==> src/rtl/ram_load_arbiter.sv <==
// Shared single-port RAM arbiter: the core has priority, loader writes are buffered
// in a FIFO, and a starvation counter forces a loader slot after STARVE_LIMIT core grants.
module ram_load_arbiter #(
  parameter int unsigned FIFO_DEPTH   = 4,
  parameter int unsigned STARVE_LIMIT = 16,
  parameter logic [15:0] BASE_ADDR    = 16'h0000
) (
  input  logic        clk_sys,
  input  logic        reset_n,
  input  logic        core_cs,
  input  logic        core_we,
  input  logic [15:0] core_ad,
  input  logic [7:0]  core_d,
  output logic [7:0]  core_q,
  output logic        core_wait,
  input  logic        ld_wr,
  input  logic [15:0] ld_addr,
  input  logic [7:0]  ld_d,
  output logic        ld_wait,
  output logic        ld_busy,
  output logic [15:0] mem_ad,
  output logic [7:0]  mem_d,
  output logic        mem_we,
  input  logic [7:0]  mem_q
);

  localparam int unsigned PTR_W = (FIFO_DEPTH > 1) ? $clog2(FIFO_DEPTH) : 1;
  localparam int unsigned CNT_W = PTR_W + 1;
  localparam int unsigned STV_W = 8;

  typedef enum logic [1:0] {IDLE = 2'd0, CORE = 2'd1, LOAD = 2'd2} arb_state_e;

  typedef struct packed {
    logic [15:0] addr;
    logic [7:0]  data;
  } ld_entry_t;

  arb_state_e       state_q, state_d;
  logic [PTR_W-1:0] wr_ptr_q, wr_ptr_d, rd_ptr_q, rd_ptr_d;
  logic [CNT_W-1:0] cnt_q, cnt_d;
  logic [STV_W-1:0] starve_q, starve_d;
  logic             we_q, we_d;
  logic [7:0]       core_q_q;
  logic             push, pop, fifo_nempty, fifo_full;
  ld_entry_t        fifo_mem [FIFO_DEPTH];
  ld_entry_t        head;

  assign head = fifo_mem[rd_ptr_q];

  // Grant decision, RAM mux, FIFO bookkeeping and starvation counter.
  always_comb begin
    state_d     = IDLE;
    starve_d    = '0;
    wr_ptr_d    = wr_ptr_q;
    rd_ptr_d    = rd_ptr_q;
    cnt_d       = cnt_q;
    we_d        = 1'b1;
    pop         = 1'b0;
    push        = 1'b0;
    mem_ad      = '0;
    mem_d       = '0;
    mem_we      = 1'b0;
    core_wait   = 1'b0;
    fifo_nempty = (cnt_q != '0);
    fifo_full   = (cnt_q == CNT_W'(FIFO_DEPTH));
    ld_wait     = fifo_full;
    ld_busy     = fifo_nempty;
    // Read data is live only in the cycle after a core read grant.
    core_q      = (state_q == CORE && !we_q) ? mem_q : core_q_q;

    // Reset gating keeps the RAM port quiet while reset_n is low.
    if (reset_n) begin
      if (core_cs && !(starve_q == STV_W'(STARVE_LIMIT) && fifo_nempty)) begin
        state_d = CORE;
      end else if (fifo_nempty) begin
        state_d = LOAD;
      end
    end

    case (state_d)
      CORE: begin
        mem_ad = core_ad;
        mem_d  = core_d;
        mem_we = core_we;
        we_d   = core_we;
        if (fifo_nempty) begin
          starve_d = (starve_q == STV_W'(STARVE_LIMIT)) ? starve_q : starve_q + STV_W'(1);
        end
      end
      LOAD: begin
        mem_ad    = head.addr;
        mem_d     = head.data;
        mem_we    = 1'b1;
        pop       = 1'b1;
        core_wait = core_cs;
      end
      default: ;
    endcase

    // A pop frees the head slot in the same cycle, so a push is accepted even at full.
    push = ld_wr && (!fifo_full || pop);
    if (push) wr_ptr_d = wr_ptr_q + PTR_W'(1);
    if (pop)  rd_ptr_d = rd_ptr_q + PTR_W'(1);
    cnt_d = cnt_q + CNT_W'(push) - CNT_W'(pop);
  end

  always_ff @(posedge clk_sys or negedge reset_n) begin
    if (!reset_n) begin
      state_q  <= IDLE;
      wr_ptr_q <= '0;
      rd_ptr_q <= '0;
      cnt_q    <= '0;
      starve_q <= '0;
      we_q     <= 1'b1;
      core_q_q <= 8'h00;
    end else begin
      state_q  <= state_d;
      wr_ptr_q <= wr_ptr_d;
      rd_ptr_q <= rd_ptr_d;
      cnt_q    <= cnt_d;
      starve_q <= starve_d;
      we_q     <= we_d;
      core_q_q <= core_q;
    end
  end

  // FIFO storage needs no reset; pointers and count define validity.
  always_ff @(posedge clk_sys) begin
    if (push) begin
      fifo_mem[wr_ptr_q] <= '{addr: ld_addr + BASE_ADDR, data: ld_d};
    end
  end

endmodule

==> config.mk <==
export PLATFORM = sky130hd
export DESIGN_NAME = ram_load_arbiter
export DESIGN_NICKNAME = d
export VERILOG_FILES = /design/src/rtl/ram_load_arbiter.sv
export SDC_FILE = /design/constraint.sdc
export NUM_CORES = 1
export LEC_CHECK = 0
export ABC_AREA = 1
export CORE_ASPECT_RATIO = 1.1
export CORE_UTILIZATION = 40
export DETAILED_ROUTE_END_ITERATION = 10
export PLACE_DENSITY = 0.65
export SETUP_SLACK_MARGIN = 0.05
export SYNTH_ARGS = -nofsm -noshare
export SYNTH_HDL_FRONTEND = slang
export SYNTH_SLANG_ARGS = --single-unit
==> constraint.sdc <==
create_clock -name clk_sys -period 8.4 [get_ports clk_sys]
set_input_delay 1.68 -clock clk_sys [delete_from_list [all_inputs] [get_ports clk_sys]]
set_output_delay 1.68 -clock clk_sys [all_outputs]
set_load 0.005 [all_outputs]
Yosys cells after proc, flatten, opt, wreduce, memory -nomap -nowiden
Memory sizes are Yosys's and may differ from the RTL's.
Cells that the tools add are included.
W data, S select, Z words.

storage, ports and cells
  bits in registers = 26
  bits in writable memories = 96
  input port bits = 61
  word-level logic and storage cells = 43
  memories kept = 1

memory list
  name      depth  bits a word  read ports  clocked after memory_dff  wr ports  line  source
  fifo_mem  4      24           1           0                         1         45    ld_entry_t fifo_mem [FIFO_DEPTH];

cells by class
  add/subtract/negate cells = 5
  eq/ne operators = 6
  mux-type cells = 15
  reduce and logical (&&, ||, !) cells = 9

operators by type and width
  operator               number
  $mux W8                4
  $pmux W16 S2           1
  $pmux W8 S2            1
  $add A8 B1 Y8 const B  1
  $eq A8 B5 Y1 const B   1
  $mux W2                3
  $mux W1                5
  $add A2 B1 Y2 const B  2
  $eq A2 B1 Y1 const B   2
  $logic_and A1 B1 Y1    4
  $add A3 B1 Y3          1
  $eq A3 B3 Y1 const B   1
  $logic_not A1 Y1       3
  $ne A3 B3 Y1 const B   1
  $reduce_bool A3 Y1     1
  $sub A3 B1 Y3          1
  $eq A2 B2 Y1 const B   1
  $pmux W1 S2            1
  $logic_or A1 B1 Y1     1

Longest topological paths before layout
Gate-level depths: netlist of the first run.

  depth after elaboration = 12
  depth in mapped cells = 16

Worst setup path after synthesis of the first run
Ideal clock, no wire load.

  path type = input to output
  start point = in reset_n
  end point = out mem_ad[12]
  arrival time = 2.781 ns
  slack = 3.939 ns
  stages = 7
  path through = nand2_1 > a21oi_1 > ha_1 > buf_2 > buf_1 > nand2_1 > a21oi_1

on the way
  word-level cells in the longest chain between the ends = 3
  elaborated cells between the ends (all ways) = 4
  classes of those cells = eq/ne (2); mux (2)

ends and longest elaborated chain
  item                                          line  source
  from (decl)                                   9     input logic reset_n,
  $mux W2 (*)                                   72    if (reset_n) begin
  via state_d[1]                                38    arb_state_e state_q, state_d;
  $eq A2 B2 Y1 or $eq A2 B1 Y1 (tied branches)  80    case (state_d)
  $pmux W16 S2 (*)                              80
  to (decl)                                     21    output logic [15:0] mem_ad,

Mark *: on every way through the listed nets, which the timed path passes. The rest lies on a longest branch.

Worst setup path after layout of the first run
  start point = in reset_n
  end point = out mem_ad[14]

Same word-level chain as after synthesis.

==> results.py, run 1 <==
metrics = {
    "outcome": {
        "status": "finished, final reports clean",
    },
    "clock_tree": {
        "cts_tree": "yes",
        "postCtsHoldBufs": 0,
        "clock_path_buffers": 2,
        "cts.sinks": 122,
        "clkTransAtPathRegs_ns": 0.05,
        "root_buffer": "clkbuf_16",
        "htree_levels": 4,
        "post_cts_buffers": 0,
        "ctsResizeCount": 0,
        "cts_buffers": 17,
        "clk_latency_ns": 0.42,
    },
    "logic_synthesis": {
        "avgSynthCellArea_um2": 9.37,
        "synthFlopType": "edfxtp_1",
        "async_flop_share_pct": 21.3,
        "synthesis.area_mm2": 0.00575,
        "syn_nets": 684,
        "synth_edf_count": 96,
        "yosysSeqAreaShare_pct": 61.5,
        "yosys_warnings": 0,
        "synthCells": 613,
        "synthDistinctLibCells": 27,
        "synth-seq-cells": 122,
    },
    "sta": {
        "rsz0062_at_grt": "false",
        "skew_ns": 0.00550,
        "period_share_pct": 73.8,
        "fin_crit_ns": 6.20,
        "fmax_mhz": 161,
        "whs_ns": 0.472,
        "relSlewSlack_pct": 24.0,
        "tightest_slew_ns": 1.14,
        "hold_viol": 0,
        "slew_viol_final": 0,
        "final-setup-viol-count": 0,
        "tns_ns": 0,
    },
    "floorplanning": {
        "fp-row-count": 45,
        "die_h_um": 128,
        "dieArea_mm2": 0.0148,
        "die_x_um": 116,
        "design.core.area_mm2": 0.0139,
        "io_pins": 97,
        "start_util_pct": 41.3,
    },
    "pwr": {
        "netSwitchingFraction_pct": 32.2,
        "p_switching_mw": 0.721,
        "p_leak_nw": 3.31,
        "p_int_mw": 1.52,
        "p_clk_share_pct": 33.9,
        "seqPwrFrac_pct": 39.8,
        "totalPowerFinal_mw": 2.24,
        "combPwrFrac_pct": 26.3,
        "power_density_mw_per_mm2": 299,
        "ir_drop_uv": 196,
    },
    "global_routing": {
        "grt_pass1_wl_um": 20700,
        "busiest_layer": "met2",
        "grt_use_total_pct": 18.7,
        "grt_max_degree": 52,
        "use_met3_pct": 5.82,
        "grt_use_met2_pct": 30.3,
        "grt_overflow": 0,
        "grt_pass1_vias": 4242,
        "antenna_found_initial": 1,
        "met1_usage_pct": 23.6,
    },
    "setup_path": {
        "cp_top_family": "buffers and inverters",
        "worst_path_max_delay_cell": "ha_1",
        "crit_path_start_kind": "input pin",
        "rrSetupSlack_ns": 5.18,
        "path_cells": "clkdlybuf4s50_1 > buf_4 > nand2_1 > a21oi_1 > ha_1 > buf_4 > nand2_1 > a21oi_1 > clkdlybuf4s50_1",
        "path_class": "in2out",
        "cp_data_arrival_time_ns": 4.52,
        "critical_path_required_ns": 6.72,
        "crit_cells": 9,
        "crit_path_max_incr_delay_ns": 0.61,
        "path_buf_inv": 4,
        "critPathCaptureType": "output pin",
        "crit_fanout": 28,
        "worst-r2r-cell-count": 12,
    },
    "drt": {
        "drc": 0,
        "vias_per_cell": 4.65,
        "drt_iter0_drc": 179,
        "drtPass1Iterations": 6,
        "vias": 4227,
        "wire_per_inst_um": 13.9,
        "ant_nets": 0,
        "routed_wirelength_um": 12600,
    },
    "cells_and_area": {
        "seq_area_mm2": 0.00354,
        "area_growth_pct": 30.1,
        "multi_input_area_mm2": 0.00158,
        "fill_cells": 1254,
        "nets": 779,
        "final_util_pct": 53.8,
        "n_antenna_cell": 0,
        "drive_gt1_share_pct": 7.91,
    },
    "placement": {
        "numPortBuffers": 96,
        "hpwl_um": 7840,
        "place_congestion": 0.702,
    },
    "hold_path": {
        "hold_path_depth": 2,
        "min_path_type": "reg2reg",
    },
    "flow_run": {
        "drv_cap": 0,
    },
}
-- logic make-up after synthesis --
kind of cell / count (synthesis) / synth area share (%)
simple gates: 275 / 19.8
compound gates: 42 / 4.27
flops: 122 / 61.5
xor+xnor: 6 / 0.915
fa+ha+maj: 10 / 2.31
buf+inv: 158 / 11.2
-- synthesized netlist by cell type (2+ instances only) --
cell      count  area [um^2]
a21oi_1      28          140
and3_1        2         12.5
buf_2        15         75.1
buf_6         4         45.0
clkbuf_1      6         22.5
dfrtp_1      25          626
edfxtp_1     96         2880
ha_1          9          113
inv_1       129          484
inv_2         2         7.51
nand2_1     196          736
nand3_1      56          280
nand4_1       3         18.8
nor2_1       12         45.0
nor3_1        2         10.0
o21ai_0       4         20.0
o21ai_2       9         78.8
or2_2         2         12.5
xor2_1        5         43.8
-- power groups by stage --
| stage | Combinational, mW | Clock, mW | Sequential [mW] |
|---|---|---|---|
| finish | 0.589 | 0.758 | 0.890 |
| floorplan | 0.443 | 0 | 0.828 |
| detailed placement | 0.595 | 0 | 0.900 |
| global route | 0.677 | 0.797 | 0.904 |
| global placement | 0.584 | 0 | 0.894 |
| CTS | 0.601 | 0.767 | 0.889 |
-- area by class of cell --
class / count / share of cell area (%)
Tap cell: 188 / 3.15
Clock inverter: 15 / 2.68
Inverter: 131 / 6.58
Sequential cell: 122 / 47.3
Multi-Input combinational cell: 333 / 21.1
Timing Repair Buffer: 103 / 13.6
Clock buffer: 17 / 5.69
-- worst min-delay path, stage by stage, from the launching register on --
cell and delay, ns:
dfrtp_1 0.32, nand2_1 0.06, o21ai_2 0.06
-- flip-flops by register name, summed over array words and instances (netlist names) --
name / cells
fifo_mem: 96
core_q_q: 8
starve_q: 8
cnt_q: 3
rd_ptr_q: 2
state_q: 2
wr_ptr_q: 2
we_q: 1
-- cells in the final DEF (no fill, tap or decap), types with 7 or more instances in the layout --
cell / Yosys / routed
nand2_1: 196 / 196
o21ai_2: 9 / 9
clkbuf_16: 0 / 17
dfrtp_1: 25 / 24
inv_1: 129 / 129
a21oi_1: 28 / 28
edfxtp_1: 96 / 96
nand3_1: 56 / 56
clkdlybuf4s50_1: 0 / 96
buf_4: 1 / 7
nor2_1: 12 / 8
ha_1: 9 / 9
-- layer usage --
layer  part of all wire (%)  wire, um  up-vias
met5                   0.14        18        -
met4                    1.6       204        2
met3                    5.9       741       25
met2                     48      6080      119
met1                     44      5580     1967
li1                       -         -     2114
-- stage by stage --
stage	instances	setup WS (ns)	instance area (um^2)
3_5_place_dp	877	2.18	6850
6_report	909	2.20	7480
4_1_cts	909	2.17	7480
2_1_floorplan	613	3.94	5750
5_1_grt	909	1.91	7480
3_3_place_gp	877	2.21	6850
-- final timing paths --
path	endpoint	from
setup reg to reg	cnt_q[1]	starve_q[0]
hold reg to reg	core_q_q[5]	core_q_q[5]
max in group asynchronous	we_q	reset_n
setup / recovery	mem_ad[14]	reset_n
hold / removal	core_q_q[5]	core_q_q[5]
min in group asynchronous	starve_q[2]	reset_n
Power figures use the tool's default switching activity.
==> run 2: changes to the inputs <==
Clock period 8.4 ns to 6.4 ns, I/O delays scaled along.
==> results.py, run 2 (same netlist as run 1, synthesis figures left out) <==
metrics = {
    "hold_path": {
        "whs_endpoint": "core_q_q[1]",
        "hp-start": "core_q_q[1]",
        "hold_path_depth": 2,
        "min_path_type": "reg2reg",
    },
    "sta": {
        "hold_viol": 0,
        "fmax_mhz": 197,
        "relSlewSlack_pct": 34.2,
        "slew_viol_final": 0,
        "skew_ns": 0.00999,
        "rsz0062_at_grt": "false",
        "final-setup-viol-count": 0,
        "period_share_pct": 79.2,
        "tightest_slew_ns": 0.987,
        "fin_ws_ns": 1.33,
        "fin_crit_ns": 5.07,
        "tns_ns": 0,
    },
    "setup_path": {
        "path_class": "in2out",
        "critPathCaptureType": "output pin",
        "crit_path_start_kind": "input pin",
        "worst-r2r-cell-count": 11,
        "rrSetupSlack_ns": 3.26,
        "cp_data_arrival_time_ns": 3.79,
        "r2r_start": "starve_q[0]",
        "crit_path_start": "reset_n",
        "critical_path_required_ns": 5.12,
        "crit_fanout": 16,
        "timing.rr.end": "fifo_mem[3][13]",
    },
    "cells_and_area": {
        "drive_gt1_share_pct": 7.35,
        "layout_commonest_cell": "nand2_1",
        "layout.cells.non_filler": 909,
        "most-common-layout-cells": "196 x nand2_1, 129 x inv_1, 96 x edfxtp_1, 96 x clkdlybuf4s50_1, 56 x nand3_1",
        "nets": 780,
        "n_antenna_cell": 0,
        "area_growth_pct": 30.1,
        "fill_cells": 1260,
        "largest_reg_flops": 96,
        "final_util_pct": 53.7,
        "reg_top3": "fifo_mem: 96 flops, core_q_q: 8 flops, starve_q: 8 flops",
        "regMostFlops": "fifo_mem",
    },
    "floorplanning": {
        "fp-row-count": 45,
        "design.core.area_mm2": 0.0139,
        "die_x_um": 116,
        "start_util_pct": 41.3,
        "io_pins": 97,
        "die_h_um": 128,
        "dieArea_mm2": 0.0148,
    },
    "clock_tree": {
        "cts_buffers": 17,
        "cts.sinks": 122,
        "post_cts_buffers": 0,
        "cts_tree": "yes",
        "clock_path_buffers": 2,
        "root_buffer": "clkbuf_16",
        "clkTransAtPathRegs_ns": 0.05,
        "ctsResizeCount": 0,
        "htree_levels": 4,
        "clk_latency_ns": 0.41,
        "postCtsHoldBufs": 0,
    },
    "drt": {
        "route.met3.wl_um": 956,
        "routed-wl-met2_um": 6330,
        "routed.top_layer": "met5",
        "vias": 4286,
        "drc": 0,
        "routed_wirelength_um": 12800,
        "vias_per_cell": 4.72,
        "drtPass1Iterations": 5,
        "wire_per_inst_um": 14.1,
        "wl_met1_um": 5320,
        "ant_nets": 0,
        "drt_iter0_drc": 223,
    },
    "placement": {
        "dp_cells": 878,
        "place_congestion": 0.722,
        "place_ws_ns": 1.31,
        "hpwl_um": 8080,
        "numPortBuffers": 96,
    },
    "global_routing": {
        "antenna_found_initial": 1,
        "grt_pass1_wl_um": 20700,
        "grt_pass1_vias": 4235,
        "grt_max_degree": 52,
        "grt_use_total_pct": 19.0,
        "grt_overflow": 0,
    },
    "pwr": {
        "ir_drop_uv": 188,
        "p_leak_nw": 3.33,
        "power_density_mw_per_mm2": 393,
    },
    "outcome": {
        "status": "finished, final reports clean",
    },
    "flow_run": {
        "drv_cap": 0,
    },
}
[run 2: changes by cell type in the layout (fill, tap and decap cells not counted)]
cell	previous run	this run
clkinvlp_4	5	0
inv_6	1	0
clkbuf_1	0	3
clkinv_1	2	3
bufinv_16	4	5
clkinv_2	0	3
buf_4	7	8
clkinv_4	3	0
[run 2: worst max path at each step]
stage / end / cells after the start
2_1_floorplan: mem_ad[12] / 7
3_3_place_gp: mem_ad[0] / 8
3_5_place_dp: mem_d[4] / 8
4_1_cts: mem_d[4] / 8
5_1_grt: mem_ad[10] / 8
6_report: mem_ad[10] / 8
[run 2: cell type report]
| type | count | area [um^2] | share of cell area, % |
|---|---|---|---|
| well taps | 188 | 235 | 3.15 |
| multi-input cells | 333 | 1580 | 21.1 |
| clock inverters | 11 | 176 | 2.36 |
| clock buffers | 20 | 437 | 5.84 |
| flip-flops and latches | 122 | 3540 | 47.3 |
| repair buffers | 104 | 1020 | 13.7 |
| inverters | 131 | 492 | 6.58 |
[run 2: per-layer routing]
metal  up-vias  track usage [%]
met5         -                0
met4         2             8.30
met3        16             6.10
met2       138             31.7
met1      2019             22.3
li1       2111                -
[run 2: through the flow]
step / area [um^2] / hold slack [ns] / power, mW
after floorplan: 5750 / 0.456 / 1.67
after global placement: 6860 / 0.451 / 1.93
after detailed placement: 6860 / 0.461 / 1.97
after CTS: 7470 / 0.472 / 2.97
after global routing: 7470 / 0.492 / 3.12
final: 7470 / 0.468 / 2.94
[run 2: power by group]
group	internal, mW	switching, mW	total, mW
combinational	0.309	0.497	0.806
sequential	1.04	0.0961	1.13
clock	0.681	0.318	0.999
total	2.03	0.911	2.94
[run 2: critical path: stages]
cell,delay [ns]
clkdlybuf4s50_1,0.52
inv_1,0.05
nor2_1,0.17
ha_1,0.64
buf_4,0.35
nand2_1,0.08
a21oi_1,0.14
clkdlybuf4s50_1,0.54
